**src/rtl/muldiv_ctrl.sv**
```systemverilog
`default_nettype none
// ============================================================================
//  Module      : muldiv_ctrl
//  Description : Sequencer for an external shift-add 32x32->64 unsigned
//                multiplier datapath. Accepts a one-cycle start request,
//                loads operands, runs the iteration sequence, requests the
//                result transfer and captures the product into hi/lo.
//                Optional macro MULDIV_EARLY_OUT_EN shortens the RUN phase
//                to the significant width of the multiplier operand.
//  Revision    : 1.0 - initial release
// ============================================================================
module muldiv_ctrl #(
    parameter logic [5:0] MULTU = 6'd25,
    parameter logic [5:0] OUT   = 6'b111111,
    parameter int         ITER  = 32
) (
    input  logic        clk,
    input  logic        reset,
    input  logic        start,
    input  logic [5:0]  op,
    input  logic [31:0] dataA,
    input  logic [31:0] dataB,
    input  logic [63:0] mul_result,
    output logic        mul_load,
    output logic [31:0] mul_a,
    output logic [31:0] mul_b,
    output logic [5:0]  mul_signal,
    output logic        busy,
    output logic        done,
    output logic        err,
    output logic [31:0] hi,
    output logic [31:0] lo
);

    localparam int         c_CNT_W = $clog2(ITER + 1);

    localparam logic [2:0] c_IDLE  = 3'd0;
    localparam logic [2:0] c_LOAD  = 3'd1;
    localparam logic [2:0] c_RUN   = 3'd2;
    localparam logic [2:0] c_XFER  = 3'd3;
    localparam logic [2:0] c_CAPT  = 3'd4;

    logic [2:0]         r_state;
    logic [2:0]         w_next_state;
    logic [c_CNT_W-1:0] r_cnt;
    logic [c_CNT_W-1:0] w_last_idx;
    logic               w_skip_run;
    logic               w_accept;
    logic               w_reject;
    logic [31:0]        r_mul_a;
    logic [31:0]        r_mul_b;
    logic [31:0]        r_hi;
    logic [31:0]        r_lo;
    logic               r_done;
    logic               r_err;
    logic               w_mul_load;
    logic [5:0]         w_mul_signal;

    // Requests are only looked at in IDLE; anything arriving while busy is dropped.
    assign w_accept = (r_state == c_IDLE) && start && (op == MULTU);
    assign w_reject = (r_state == c_IDLE) && start && (op != MULTU);

`ifdef MULDIV_EARLY_OUT_EN
    logic [5:0] w_run_len;

    // Run length is the position of the top set bit of the multiplier plus one.
    always_comb begin
        w_run_len = 6'd0;
        for (int i = 0; i < 32; i++) begin
            if (r_mul_b[i]) begin
                w_run_len = 6'(i + 1);
            end
        end
    end

    assign w_last_idx = c_CNT_W'(w_run_len - 6'd1);
    assign w_skip_run = (w_run_len == 6'd0);
`else
    assign w_last_idx = c_CNT_W'(ITER - 1);
    assign w_skip_run = 1'b0;
`endif

    // State register.
    always_ff @(posedge clk or negedge reset) begin
        if (!reset) begin
            r_state <= c_IDLE;
        end else begin
            r_state <= w_next_state;
        end
    end

    // Next-state and datapath control decode.
    always_comb begin
        w_next_state = r_state;
        w_mul_load   = 1'b0;
        w_mul_signal = 6'd0;
        case (r_state)
            c_IDLE: begin
                if (w_accept) begin
                    w_next_state = c_LOAD;
                end
            end
            c_LOAD: begin
                w_mul_load   = 1'b1;
                w_next_state = w_skip_run ? c_XFER : c_RUN;
            end
            c_RUN: begin
                w_mul_signal = MULTU;
                if (r_cnt == w_last_idx) begin
                    w_next_state = c_XFER;
                end
            end
            c_XFER: begin
                w_mul_signal = OUT;
                w_next_state = c_CAPT;
            end
            c_CAPT: begin
                w_next_state = c_IDLE;
            end
            default: begin
                w_next_state = c_IDLE;
            end
        endcase
    end

    // Iteration counter: counts RUN cycles, back to zero on exit and elsewhere.
    always_ff @(posedge clk or negedge reset) begin
        if (!reset) begin
            r_cnt <= '0;
        end else if ((r_state == c_RUN) && (r_cnt != w_last_idx)) begin
            r_cnt <= r_cnt + 1'b1;
        end else begin
            r_cnt <= '0;
        end
    end

    // Operand registers, loaded only when a legal request is accepted.
    always_ff @(posedge clk or negedge reset) begin
        if (!reset) begin
            r_mul_a <= 32'd0;
            r_mul_b <= 32'd0;
        end else if (w_accept) begin
            r_mul_a <= dataA;
            r_mul_b <= dataB;
        end
    end

    // Product capture with aligned done pulse, plus illegal-op pulse.
    always_ff @(posedge clk or negedge reset) begin
        if (!reset) begin
            r_hi   <= 32'd0;
            r_lo   <= 32'd0;
            r_done <= 1'b0;
            r_err  <= 1'b0;
        end else begin
            r_done <= (r_state == c_CAPT);
            r_err  <= w_reject;
            if (r_state == c_CAPT) begin
                r_hi <= mul_result[63:32];
                r_lo <= mul_result[31:0];
            end
        end
    end

    assign mul_load   = w_mul_load;
    assign mul_signal = w_mul_signal;
    assign mul_a      = r_mul_a;
    assign mul_b      = r_mul_b;
    assign busy       = (r_state != c_IDLE);
    assign done       = r_done;
    assign err        = r_err;
    assign hi         = r_hi;
    assign lo         = r_lo;

endmodule
`default_nettype wire
```
**config.mk**
```make
export PLATFORM = sky130hd
export DESIGN_NAME = muldiv_ctrl
export DESIGN_NICKNAME = d
export VERILOG_FILES = /design/src/rtl/muldiv_ctrl.sv
export SDC_FILE = /design/constraint.sdc
export NUM_CORES = 1
export LEC_CHECK = 0
export BUFFER_PORTS_ARGS = -buffer_cell sky130_fd_sc_hd__clkbuf_2
export CAP_MARGIN = 20
export CORE_MARGIN = 4
export CORE_UTILIZATION = 25
export CTS_CLUSTER_SIZE = 40
export DETAILED_ROUTE_END_ITERATION = 8
export MAX_ROUTING_LAYER = met4
export PLACE_DENSITY = 0.5
export SLEW_MARGIN = 20
export SYNTH_ARGS = -nofsm -noshare
export SYNTH_HDL_FRONTEND = slang
export SYNTH_SLANG_ARGS = --single-unit
```
**constraint.sdc**
```tcl
create_clock -name clk -period 4.3 [get_ports clk]
set_clock_uncertainty 0.15 [all_clocks]
set_input_delay 0.43 -clock clk [delete_from_list [all_inputs] [get_ports clk]]
set_output_delay 0.43 -clock clk [all_outputs]
set_load 0.01 [all_outputs]
```
==> impl_results.md <==
* Clock latency at the later pin of the worst-skew pair at about 0.40 ns
* Global route hottest layer: met2
* Worst slew pin tran at between 0.8 and 0.9 ns
* Die Height at approximately 150 um
* PD cells at 421 nW/um^2
* Period utilization at 0.495
* Initial antenna violation count at 0
* Synth Area in Compound Gates at 0.00569
* Levels on crit path at 3
* # placed instances at around 850
* Clock Path Buffers at 2
* Critical path's top delay family: flip-flops
* Buffers plus inverters on the worst setup path at 1
* Crit path kind: reg2out
* Slowest CP cell: dfrtp_1
* Post-synthesis register bit count at 139
* Worst slew margin at 0.446
* Int Pwr at ~2.5 mW
* Core area at around 20000 um^2
* Vias in the first global route at ~4000
* Cell Count, Final, Fillers Out at 883
* Postcts setup bufs at 0
* Fin nets at between 700 and 800
* TritonCTS clock tree: yes
* Peak supply drop at 0.232 mV
* CP Data Arrival Time at 1.55 ns
* ANT cells at 0
* Worst setup EP type: output port
* GP Congestion at between 0.7 and 0.8
* Distinct cells, synth at 27
* Leakage power at between 4 and 5 nW
* Reg power frac at 0.439
* Clk sink count at 139
* H-tree depth at 4
* Final core utilization at 0.369
* Max_cap viols at 0
* Post-CTS sizing at 0
* Multiplexer share of the synthesized area at 0.273
* Drt wl/cell at 14.1 um
* Largest family of logic cells by synthesized area: multiplexers
* Die width at ~150 um
* Met3 usage in global routing at 0.0390
* Outcome: finished, final reports clean
* Part of the power in the clock network at 0.484
* Layout cells sized above 1 at 0.605
* GR Util met2 at 0.169
* First-pass GRT wire length at just over 20 mm
* Worst-path clk slew at ~0.06 ns
* Yosys warns at 0
* Post-synthesis cell area at 5280 um^2
* Worst Hold Path Cells at 2
* Largest stage delay, worst path at a little over 0.5 ns
* Synth Net Count at 460
* Root Driver: clkbuf_16
* # port buffers at between 200 and 300
* Worst Hold Class: in2reg
* Max Fclk at about 0.47 GHz
* Max-slew violation count at 0
* Post-route minimum period at ~2.1 ns
* R2R depth at 3
* Sw power at between 0.7 and 0.8 mW
* Largest net degree at the start of global routing at 69
* GRT Overall Usage at 0.110
* Share of the yosys chip area belonging to registers at 0.659
* Setup violators final at 0
* Starting density of the core at 0.257
* CP cell instances: nor2b_1 -> and2_1 -> clkbuf_2
* Final WL at 12.5 mm
* Met1 layer usage reported by global route at 0.136
* TritonCTS buffer count at 17
* Area Overhead vs Synth at 43.2%
* Starting DRT DRC Count at 108
* Drt drc at 0
* DP Worst Slack at ~2 ns
* Sw Share at 0.224
* TNS Setup at 0 ns
* Synth Area in Adders at 0.00237
* Hold slack at approximately 0.087 ns
* Post-Synthesis Cells at approximately 320
* Mean area per synthesized cell at 16.4 um^2
* DRT antenna net count at 0
* Simple-gate portion of the synthesized area at 0.0320
* Synth Area in XOR/XNOR at 0.00664
* Vias per cell at 4.08
* Critical path data required time at between 3 and 4 ns
* Dpl hpwl at about 9.4 mm
* I/O pins at 275
* RSZ-0062 raised after global routing: no
* Combinational Power Share at 0.077
* Final hold vios at 0
* CP Max Fanout at 8
* GR Overflow Total at 0
* First-pass DRT Iterations at 4
* Die ar. at ~23000 um^2
* Kind of start point of the critical path: register
* Row cnt at 52
* Worst setup margin at between 2 and 2.5 ns
* DR vias at 3606
==> area by class of cell <==
| class | instances | area [um^2] |
|---|---|---|
| fillers | 1976 | 12900 |
| inverters | 2 | 7.51 |
| clock inverters | 12 | 189 |
| repair buffers | 279 | 1420 |
| well taps | 270 | 338 |
| multi-input cells | 162 | 1690 |
| clock buffers | 19 | 433 |
| flip-flops and latches | 139 | 3480 |
==> sequential cells by signal (all words and copies together), names as in the netlist <==
| register | cells |
|---|---|
| err | 1 |
| lo | 32 |
| done | 1 |
| hi | 32 |
| r_cnt | 6 |
| mul_b | 32 |
| r_state | 3 |
| mul_a | 32 |
==> power by group through the flow <==
stage | sequential (mW) | clock, mW | combinational, mW
floorplan | 1.45 | 0 | 0.0605
global placement | 1.42 | 0 | 0.245
detailed placement | 1.42 | 0 | 0.251
CTS | 1.40 | 1.61 | 0.252
global route | 1.41 | 1.66 | 0.271
finish | 1.40 | 1.54 | 0.244
==> synthesized netlist by cell type <==
cell type  number  area [um^2]
dfrtp_1       139         3480
mux2_1         69          777
mux2_2         59          664
buf_2          13         65.1
nor2_1          6         22.5
buf_4           4         30.0
a21oi_1         2         10.0
and2_1          2         12.5
clkbuf_1        2         7.51
inv_1           2         7.51
nand2_1         2         7.51
nand3_1         2         10.0
nor2b_1         2         12.5
nor3b_1         2         15.0
or3b_2          2         17.5
xnor2_1         2         17.5
xor2_1          2         17.5
a211oi_1        1         7.51
and4bb_1        1         12.5
ha_1            1         12.5
nand4_1         1         6.26
nand4_4         1         21.3
nand4b_1        1         8.76
nor3_4          1         16.3
o21ai_0         1         5.00
o21bai_1        1         7.51
or3_1           1         6.26
==> logic make-up (layout without fill, tap and decap cells) <==
logic type	after synthesis	after routing
buf+inv	21	312
flops	139	139
fa+ha+maj	1	1
simple gates	24	24
xor+xnor	4	4
mux	128	128
compound gates	5	5
==> layout by cell type, fill, tap and decap left out, types with 2 or more instances in the layout <==
master	instances
and2_1	2
nand3_1	2
xnor2_1	2
nor2b_1	2
dfrtp_1	139
mux2_1	69
buf_4	4
inv_1	2
a21oi_1	2
clkinv_4	4
clkbuf_16	17
inv_6	3
bufinv_16	4
xor2_1	2
mux2_2	59
clkbuf_1	2
or3b_2	2
clkbuf_2	273
nand2_1	2
nor2_1	6
==> layer usage <==
layer,vias to the layer above,part of all wire
met4,0,0.012
met1,1722,0.43
met3,10,0.092
met5,-,0
met2,185,0.47
li1,1689,-
==> stage by stage <==
step / instance area, um^2 / power, mW
after floorplan: 5280 / 1.51
after global placement: 6920 / 1.67
after detailed placement: 6920 / 1.67
after CTS: 7560 / 3.26
after global routing: 7560 / 3.34
final: 7560 / 3.18
==> worst register-to-register path, stage by stage, from the launching register on <==
cell	delay, ns
dfrtp_1	0.49
nor3b_2	0.22
buf_4	0.63
mux2_2	0.48
==> worst paths after layout <==
path | from | endpoint | slack [ns]
worst max-delay path | r_state[1]$_DFFE_PN0P_ | mul_signal[1] | 2.17
worst min-delay path | dataA[23] | mul_a[23]$_DFFE_PN0P_ | 0.09
worst max register to register | r_state[0]$_DFFE_PN0P_ | lo[19]$_DFFE_PN0P_ | 2.22
worst min register to register | r_cnt[0]$_DFF_PN0_ | r_cnt[0]$_DFF_PN0_ | 0.31
max in group asynchronous | reset | hi[5]$_DFFE_PN0P_ | 2.61
min in group asynchronous | reset | mul_b[2]$_DFFE_PN0P_ | 0.46
==> repair_timing <==
action                                  CTS  global route
hold buffers                              1             0
hold endpoints to repair                 66             0
endpoints found under the setup margin    0             0
Power figures use the tool's default switching activity.
